**src/rtl/mips_ctrl_pkg.sv**
```systemverilog
// Shared constants and types for the multicycle MIPS main control.
package mips_ctrl_pkg;

    localparam logic [5:0] OP_RTYPE = 6'b000000;
    localparam logic [5:0] OP_LW    = 6'b100011;
    localparam logic [5:0] OP_SW    = 6'b101011;
    localparam logic [5:0] OP_BEQ   = 6'b000100;
    localparam logic [5:0] OP_J     = 6'b000010;

    localparam logic [1:0] ALUOP_ADD   = 2'b00;
    localparam logic [1:0] ALUOP_SUB   = 2'b01;
    localparam logic [1:0] ALUOP_FUNCT = 2'b10;

    typedef enum logic [3:0] {
        S_IDLE   = 4'd0,
        S_FETCH  = 4'd1,
        S_DECODE = 4'd2,
        S_MEMADR = 4'd3,
        S_MEMRD  = 4'd4,
        S_MEMWB  = 4'd5,
        S_MEMWR  = 4'd6,
        S_EXEC   = 4'd7,
        S_ALUWB  = 4'd8,
        S_BRANCH = 4'd9,
        S_JUMP   = 4'd10
    } state_t;

    typedef struct packed {
        logic       pc_write;
        logic       pc_write_cond;
        logic       i_or_d;
        logic       mem_read;
        logic       mem_write;
        logic       ir_write;
        logic       mem_to_reg;
        logic       reg_dst;
        logic       reg_write;
        logic       alu_src_a;
        logic [1:0] alu_src_b;
        logic [1:0] pc_source;
        logic [1:0] aluop;
    } ctrl_t;

endpackage

```
**src/rtl/mc_main_control_if.sv**
```systemverilog
// Controller <-> datapath signal bundle.
interface mc_main_control_if #(
    parameter int OPC_W = 6
);
    logic [OPC_W-1:0] opcode;
    logic             mem_ready;
    logic             zero;
    logic             pc_write;
    logic             pc_write_cond;
    logic             i_or_d;
    logic             mem_read;
    logic             mem_write;
    logic             ir_write;
    logic             mem_to_reg;
    logic             reg_dst;
    logic             reg_write;
    logic             alu_src_a;
    logic [1:0]       alu_src_b;
    logic [1:0]       pc_source;
    logic [1:0]       aluop;
    logic [3:0]       state;
    logic             illegal_op;
    logic             mem_timeout;

    modport master (
        output opcode, mem_ready, zero,
        input  pc_write, pc_write_cond, i_or_d, mem_read, mem_write, ir_write,
               mem_to_reg, reg_dst, reg_write, alu_src_a, alu_src_b, pc_source,
               aluop, state, illegal_op, mem_timeout
    );

    modport slave (
        input  opcode, mem_ready, zero,
        output pc_write, pc_write_cond, i_or_d, mem_read, mem_write, ir_write,
               mem_to_reg, reg_dst, reg_write, alu_src_a, alu_src_b, pc_source,
               aluop, state, illegal_op, mem_timeout
    );
endinterface

```
**src/rtl/mc_ctrl_decode.sv**
```systemverilog
// Moore decode of the control state into datapath enables.
module mc_ctrl_decode
    import mips_ctrl_pkg::*;
(
    input  state_t state,
    input  logic   mem_ready,
    output ctrl_t  ctrl
);

    // Per-state enables; FETCH gates IR/PC loads on mem_ready so PC advances once per fetch.
    always_comb begin
        ctrl = '0;
        case (state)
            S_FETCH: begin
                ctrl.mem_read  = 1'b1;
                ctrl.ir_write  = mem_ready;
                ctrl.pc_write  = mem_ready;
                ctrl.alu_src_b = 2'b01;
                ctrl.aluop     = ALUOP_ADD;
            end
            S_DECODE: begin
                ctrl.alu_src_b = 2'b11;
                ctrl.aluop     = ALUOP_ADD;
            end
            S_MEMADR: begin
                ctrl.alu_src_a = 1'b1;
                ctrl.alu_src_b = 2'b10;
                ctrl.aluop     = ALUOP_ADD;
            end
            S_MEMRD: begin
                ctrl.mem_read = 1'b1;
                ctrl.i_or_d   = 1'b1;
            end
            S_MEMWR: begin
                ctrl.mem_write = 1'b1;
                ctrl.i_or_d    = 1'b1;
            end
            S_MEMWB: begin
                ctrl.reg_write  = 1'b1;
                ctrl.mem_to_reg = 1'b1;
            end
            S_EXEC: begin
                ctrl.alu_src_a = 1'b1;
                ctrl.alu_src_b = 2'b00;
                ctrl.aluop     = ALUOP_FUNCT;
            end
            S_ALUWB: begin
                ctrl.reg_write = 1'b1;
                ctrl.reg_dst   = 1'b1;
            end
            S_BRANCH: begin
                ctrl.alu_src_a     = 1'b1;
                ctrl.aluop         = ALUOP_SUB;
                ctrl.pc_write_cond = 1'b1;
                ctrl.pc_source     = 2'b01;
            end
            S_JUMP: begin
                ctrl.pc_write  = 1'b1;
                ctrl.pc_source = 2'b10;
            end
            default: ctrl = '0;
        endcase
    end

endmodule

```
**src/rtl/mc_main_control.sv**
```systemverilog
// Multicycle MIPS main control: state register, sequencing, memory stall watchdog.
module mc_main_control
    import mips_ctrl_pkg::*;
#(
    parameter int OPC_W    = 6,
    parameter int WAIT_MAX = 15
) (
    input logic              clk,
    input logic              rst_n,
    mc_main_control_if.slave bus
);

    localparam int             CW       = $clog2(WAIT_MAX + 1);
    localparam logic [CW-1:0]  WAIT_LIM = CW'(WAIT_MAX);

    state_t           state_q, state_d;
    logic             is_sw_q, is_sw_d;
    logic             illegal;
    logic [CW-1:0]    wait_cnt;
    logic             timeout_q;
    logic             stalled;
    logic [OPC_W-1:0] opc;
    ctrl_t            ctrl;
    logic             unused_zero;

    assign opc         = bus.opcode;
    assign unused_zero = bus.zero;
    assign stalled     = ((state_q == S_FETCH) || (state_q == S_MEMRD) || (state_q == S_MEMWR))
                         && !bus.mem_ready;

    // State register plus the lw/sw choice captured in DECODE for use in MEMADR.
    always_ff @(posedge clk or negedge rst_n) begin
        if (!rst_n) begin
            state_q <= S_IDLE;
            is_sw_q <= 1'b0;
        end else begin
            state_q <= state_d;
            is_sw_q <= is_sw_d;
        end
    end

    // Next-state selection; opcode is only looked at while in DECODE.
    always_comb begin
        state_d = state_q;
        is_sw_d = is_sw_q;
        illegal = 1'b0;
        case (state_q)
            S_IDLE:   state_d = S_FETCH;
            S_FETCH:  if (bus.mem_ready) state_d = S_DECODE;
            S_DECODE: begin
                is_sw_d = 1'b0;
                case (opc)
                    OP_LW:    state_d = S_MEMADR;
                    OP_SW: begin
                        state_d = S_MEMADR;
                        is_sw_d = 1'b1;
                    end
                    OP_RTYPE: state_d = S_EXEC;
                    OP_BEQ:   state_d = S_BRANCH;
                    OP_J:     state_d = S_JUMP;
                    default: begin
                        state_d = S_FETCH;
                        illegal = 1'b1;
                    end
                endcase
            end
            S_MEMADR: state_d = is_sw_q ? S_MEMWR : S_MEMRD;
            S_MEMRD:  if (bus.mem_ready) state_d = S_MEMWB;
            S_MEMWR:  if (bus.mem_ready) state_d = S_FETCH;
            S_EXEC:   state_d = S_ALUWB;
            S_MEMWB, S_ALUWB, S_BRANCH, S_JUMP: state_d = S_FETCH;
            default:  state_d = S_IDLE;
        endcase
    end

    // Saturating stall counter; timeout latches on the stall that reaches WAIT_MAX.
    always_ff @(posedge clk or negedge rst_n) begin
        if (!rst_n) begin
            wait_cnt  <= '0;
            timeout_q <= 1'b0;
        end else begin
            if (state_d != state_q) begin
                wait_cnt <= '0;
            end else if (stalled && (wait_cnt != WAIT_LIM)) begin
                wait_cnt <= wait_cnt + 1'b1;
            end
            if (stalled && (wait_cnt == WAIT_LIM - 1'b1)) begin
                timeout_q <= 1'b1;
            end
        end
    end

    mc_ctrl_decode u_decode (
        .state     (state_q),
        .mem_ready (bus.mem_ready),
        .ctrl      (ctrl)
    );

    assign bus.pc_write      = ctrl.pc_write;
    assign bus.pc_write_cond = ctrl.pc_write_cond;
    assign bus.i_or_d        = ctrl.i_or_d;
    assign bus.mem_read      = ctrl.mem_read;
    assign bus.mem_write     = ctrl.mem_write;
    assign bus.ir_write      = ctrl.ir_write;
    assign bus.mem_to_reg    = ctrl.mem_to_reg;
    assign bus.reg_dst       = ctrl.reg_dst;
    assign bus.reg_write     = ctrl.reg_write;
    assign bus.alu_src_a     = ctrl.alu_src_a;
    assign bus.alu_src_b     = ctrl.alu_src_b;
    assign bus.pc_source     = ctrl.pc_source;
    assign bus.aluop         = ctrl.aluop;
    assign bus.state         = state_q;
    assign bus.illegal_op    = illegal;
    assign bus.mem_timeout   = timeout_q;

endmodule

```
**src/flat_wrapper.sv**
```systemverilog
// flat-port wrapper written by rule: the top's interface ports become plain ports
module mc_main_control_flat import mips_ctrl_pkg::*;
#(
    parameter int OPC_W    = 6,
    parameter int WAIT_MAX = 15
)
  (clk, rst_n, bus_opcode, bus_mem_ready, bus_zero, bus_pc_write, bus_pc_write_cond, bus_i_or_d, bus_mem_read, bus_mem_write, bus_ir_write, bus_mem_to_reg, bus_reg_dst, bus_reg_write, bus_alu_src_a, bus_alu_src_b, bus_pc_source, bus_aluop, bus_state, bus_illegal_op, bus_mem_timeout);
  mc_main_control_if #(.OPC_W(OPC_W)) bus_i ();
  input logic clk;
  input logic rst_n;
  input wire logic [$bits(bus_i.opcode)-1:0] bus_opcode;
  input wire logic [$bits(bus_i.mem_ready)-1:0] bus_mem_ready;
  input wire logic [$bits(bus_i.zero)-1:0] bus_zero;
  output wire logic [$bits(bus_i.pc_write)-1:0] bus_pc_write;
  output wire logic [$bits(bus_i.pc_write_cond)-1:0] bus_pc_write_cond;
  output wire logic [$bits(bus_i.i_or_d)-1:0] bus_i_or_d;
  output wire logic [$bits(bus_i.mem_read)-1:0] bus_mem_read;
  output wire logic [$bits(bus_i.mem_write)-1:0] bus_mem_write;
  output wire logic [$bits(bus_i.ir_write)-1:0] bus_ir_write;
  output wire logic [$bits(bus_i.mem_to_reg)-1:0] bus_mem_to_reg;
  output wire logic [$bits(bus_i.reg_dst)-1:0] bus_reg_dst;
  output wire logic [$bits(bus_i.reg_write)-1:0] bus_reg_write;
  output wire logic [$bits(bus_i.alu_src_a)-1:0] bus_alu_src_a;
  output wire logic [$bits(bus_i.alu_src_b)-1:0] bus_alu_src_b;
  output wire logic [$bits(bus_i.pc_source)-1:0] bus_pc_source;
  output wire logic [$bits(bus_i.aluop)-1:0] bus_aluop;
  output wire logic [$bits(bus_i.state)-1:0] bus_state;
  output wire logic [$bits(bus_i.illegal_op)-1:0] bus_illegal_op;
  output wire logic [$bits(bus_i.mem_timeout)-1:0] bus_mem_timeout;
  assign bus_i.opcode = bus_opcode;
  assign bus_i.mem_ready = bus_mem_ready;
  assign bus_i.zero = bus_zero;
  assign bus_pc_write = bus_i.pc_write;
  assign bus_pc_write_cond = bus_i.pc_write_cond;
  assign bus_i_or_d = bus_i.i_or_d;
  assign bus_mem_read = bus_i.mem_read;
  assign bus_mem_write = bus_i.mem_write;
  assign bus_ir_write = bus_i.ir_write;
  assign bus_mem_to_reg = bus_i.mem_to_reg;
  assign bus_reg_dst = bus_i.reg_dst;
  assign bus_reg_write = bus_i.reg_write;
  assign bus_alu_src_a = bus_i.alu_src_a;
  assign bus_alu_src_b = bus_i.alu_src_b;
  assign bus_pc_source = bus_i.pc_source;
  assign bus_aluop = bus_i.aluop;
  assign bus_state = bus_i.state;
  assign bus_illegal_op = bus_i.illegal_op;
  assign bus_mem_timeout = bus_i.mem_timeout;
  mc_main_control #(.OPC_W(OPC_W), .WAIT_MAX(WAIT_MAX)) u_core (.clk(clk), .rst_n(rst_n), .bus(bus_i));
endmodule
```
**config.mk**
```make
export PLATFORM = sky130hd
export DESIGN_NAME = mc_main_control_flat
export DESIGN_NICKNAME = d
export VERILOG_FILES = /design/src/rtl/mips_ctrl_pkg.sv /design/src/rtl/mc_main_control_if.sv /design/src/rtl/mc_ctrl_decode.sv /design/src/rtl/mc_main_control.sv /design/src/flat_wrapper.sv
export SDC_FILE = /design/constraint.sdc
export NUM_CORES = 1
export LEC_CHECK = 0
export CAP_MARGIN = 10
export CELL_PAD_IN_SITES_DETAIL_PLACEMENT = 0
export CELL_PAD_IN_SITES_GLOBAL_PLACEMENT = 1
export CORE_MARGIN = 1
export CORE_UTILIZATION = 32
export CTS_CLUSTER_DIAMETER = 120
export DETAILED_ROUTE_END_ITERATION = 6
export PLACE_DENSITY_LB_ADDON = 0.08
export SYNTH_ARGS = -nofsm -noshare
export SYNTH_HDL_FRONTEND = slang
export SYNTH_SLANG_ARGS = --single-unit
```
**constraint.sdc**
```tcl
create_clock -name clk -period 2.5 [get_ports clk]
set_input_delay 0.375 -clock clk [delete_from_list [all_inputs] [get_ports clk]]
set_output_delay 0.375 -clock clk [all_outputs]
set_load 0.02 [all_outputs]
```
==> results.cfg, run 1 <==
[yosys]
ys_ff_latch = 10
synthArstFlopShare_pct = 100
synth_area_um2 = 783
syn_nets = 104
synth_edf_count = 0
synth_cells = 92
ys.flop_type = dfrtp_1
ys_types = 38
syn_area_per_cell_um2 = 8.51
synth_seq_area_share_pct = 31.9
yosysWarnings = 0

[final_layout]
final.fill_count = 227
areaGrowthSynthToFinish_pct = 47.8
postLayoutCellArea_um2 = 1160
final_common_cell = clkdlybuf4s50_1
antennaDiodeCount = 0
layout-drive-gt1-share_pct = 12.7
layout.nets = 139
final_cell_mix = 30 x clkdlybuf4s50_1, 18 x nor2_1, 9 x dfrtp_1

[clocking]
path_clk_slew_ns = 0.06
post-cts-setup-buffers = 0
root_buffer = clkbuf_4
clock-sinks = 10
cts_made_buffers = 3
clkLatencyLatePin_ns = 0.26
h-tree-depth = 1
cts_tree = yes
clk_path_buf_depth = 2

[critical_path]
slowest_stage = clkdlybuf4s50_1
cp_top_family = buffers and inverters
endpoint = bus_ir_write
crit_chain = nand2b_1 -> nor4_1 -> clkdlybuf4s50_1
reg2reg_setup_slack_ns = 0.95
endpoint_kind = output pin
rr_worst_depth = 4
cp.depth = 3
crit_start = u_core.bus.state[1]
crit_fanout = 17
worst-path-buf-inv = 1
reg2reg_from = u_core.bus.state[1]
regToRegEndpoint = u_core.is_sw_q
max_stage_delay_ns = 0.65
start_kind = register
cp_data_arrival_time_ns = 2.01
critPathKind = reg -> out
worstPathRequired_ns = 2.12

[place]
dpl_cell_area_um2 = 1120
place.gp.congestion = 0.683
numPortBuffers = 30
dp_hpwl_um = 1380

[routing]
drt-total-wl_um = 1800
drtIter0Drc = 3
via_count = 787
first_pass_iters = 4
drc = 0
wire_per_inst_um = 11.7
postRouteAntennaNets = 0
viasPerCell = 5.11

[power_and_ir_drop]
power_mw = 1.11
ir_drop_mv = 0.408
power_density_nw_per_um2 = 961
power.leakage_nw = 0.473

[grt]
antenna_found_initial = 0
first_global_vias = 744
grt_max_degree = 18
grt_usage_pct = 15.5
grt_pass1_wl_um = 3050
overflow = 0

[floorplan]
start_util_pct = 34.7
io_pins = 32
die_w_um = 51.5
core_um2 = 2250
fp-row-count = 17
die-area_um2 = 2650
die_h_um = 51.5

[hold_path]
hp-class = in -> async

[sta]
hold_violations = 0
timing.final.crit_period_ns = 2.39
max_slew_margin_pct = 64.5
setup_viol = 0
maxSlewViolCount = 0
whs_ns = 0.416
fmax_ghz = 0.419
finalSetupTns_ns = 0
period_share_pct = 95.5
rsz0062_at_grt = false
finalClockSkew_ns = 0.000470
worst_pin_slew_ns = 0.533

[run_status]
status = finished, final reports clean

[job]
maxCapViolations = 0
[registers in the layout, summed over array words and instances, names as in the netlist]
signal,flops
u_core.bus.mem_timeout,1
u_core.wait_cnt,4
u_core.is_sw_q,1
u_core.bus.state,4
[worst min path at each step]
stage / end / slack [ns]
2_1_floorplan: u_core.bus.mem_timeout / 0.08
4_1_cts: u_core.bus.mem_timeout / 0.42
3_3_place_gp: u_core.bus.mem_timeout / 0.46
5_1_grt: u_core.bus.mem_timeout / 0.44
6_report: u_core.bus.mem_timeout / 0.42
3_5_place_dp: u_core.bus.mem_timeout / 0.47
[cells in the mapped netlist, drive strengths merged (2+ instances only)]
library cell,n,area share (%)
a211oi,2,1.9
a21o,2,1.9
a21oi,2,1.3
buf,6,5.6
dfrtp,10,32
ha,2,3.2
inv,3,1.4
mux2,3,4.3
nand2,2,0.96
nand2b,4,3.2
nand3,4,2.6
nor2,18,8.6
nor2b,4,3.2
nor3,4,2.6
nor3b,3,2.9
o21a,2,1.9
xnor2,2,2.2
[cells by family (layout without fill, tap and decap cells)]
| group | after synthesis | in the layout | synth area share (%) |
|---|---|---|---|
| compound gates | 19 | 19 | 18.8 |
| xor+xnor | 2 | 2 | 2.24 |
| fa+ha+maj | 2 | 2 | 3.19 |
| buf+inv | 9 | 43 | 7.03 |
| flops | 10 | 10 | 31.9 |
| mux | 4 | 4 | 5.59 |
| simple gates | 46 | 46 | 31.2 |
[where the power goes]
| group | internal (mW) | switching (mW) |
|---|---|---|
| Combinational | 0.342 | 0.328 |
| Sequential | 0.199 | 0.103 |
| Clock | 0.0883 | 0.0512 |
| Total | 0.630 | 0.483 |
[metrics by stage]
stage,setup WS (ns),util [%],std cells
after floorplan,0.607,-,92
after global placement,0.139,49.7,150
after detailed placement,0.133,49.7,150
after CTS,0.0901,51.3,154
after global routing,0.00405,51.3,154
final,0.114,51.3,154
[what timing repair did]
item / CTS / global route
resized for setup: 0 / 1
setup endpoints to repair: 0 / 1
hold buffers: 0 / 0
[metal layers]
metal	vias up	global-route usage [%]	part of all wire (%)
met4	0	6.76	0.72
met5	-	0	0
li1	401	-	-
met3	2	3.87	4.3
met2	20	27.5	49
met1	364	17.3	46
[area by class of cell]
| type | count | area [um2] | area share [%] |
|---|---|---|---|
| clock buffer | 4 | 36.3 | 3.14 |
| sequential | 10 | 251 | 21.7 |
| inverter | 3 | 11.3 | 0.973 |
| tap | 28 | 35.0 | 3.03 |
| multi-input combinational | 73 | 478 | 41.3 |
| timing repair buffer | 36 | 345 | 29.8 |
Power figures use the tool's default switching activity.
==> run 2: changes to the inputs <==
--- a/config.mk
+++ b/config.mk
@@ -5,7 +5,6 @@
 export SDC_FILE = /design/constraint.sdc
 export NUM_CORES = 1
 export LEC_CHECK = 0
-export CAP_MARGIN = 10
 export CELL_PAD_IN_SITES_DETAIL_PLACEMENT = 0
 export CELL_PAD_IN_SITES_GLOBAL_PLACEMENT = 1
 export CORE_MARGIN = 1
==> results of run 2 <==
No change in the layout: final DEF, timing and power equal those of run 1.
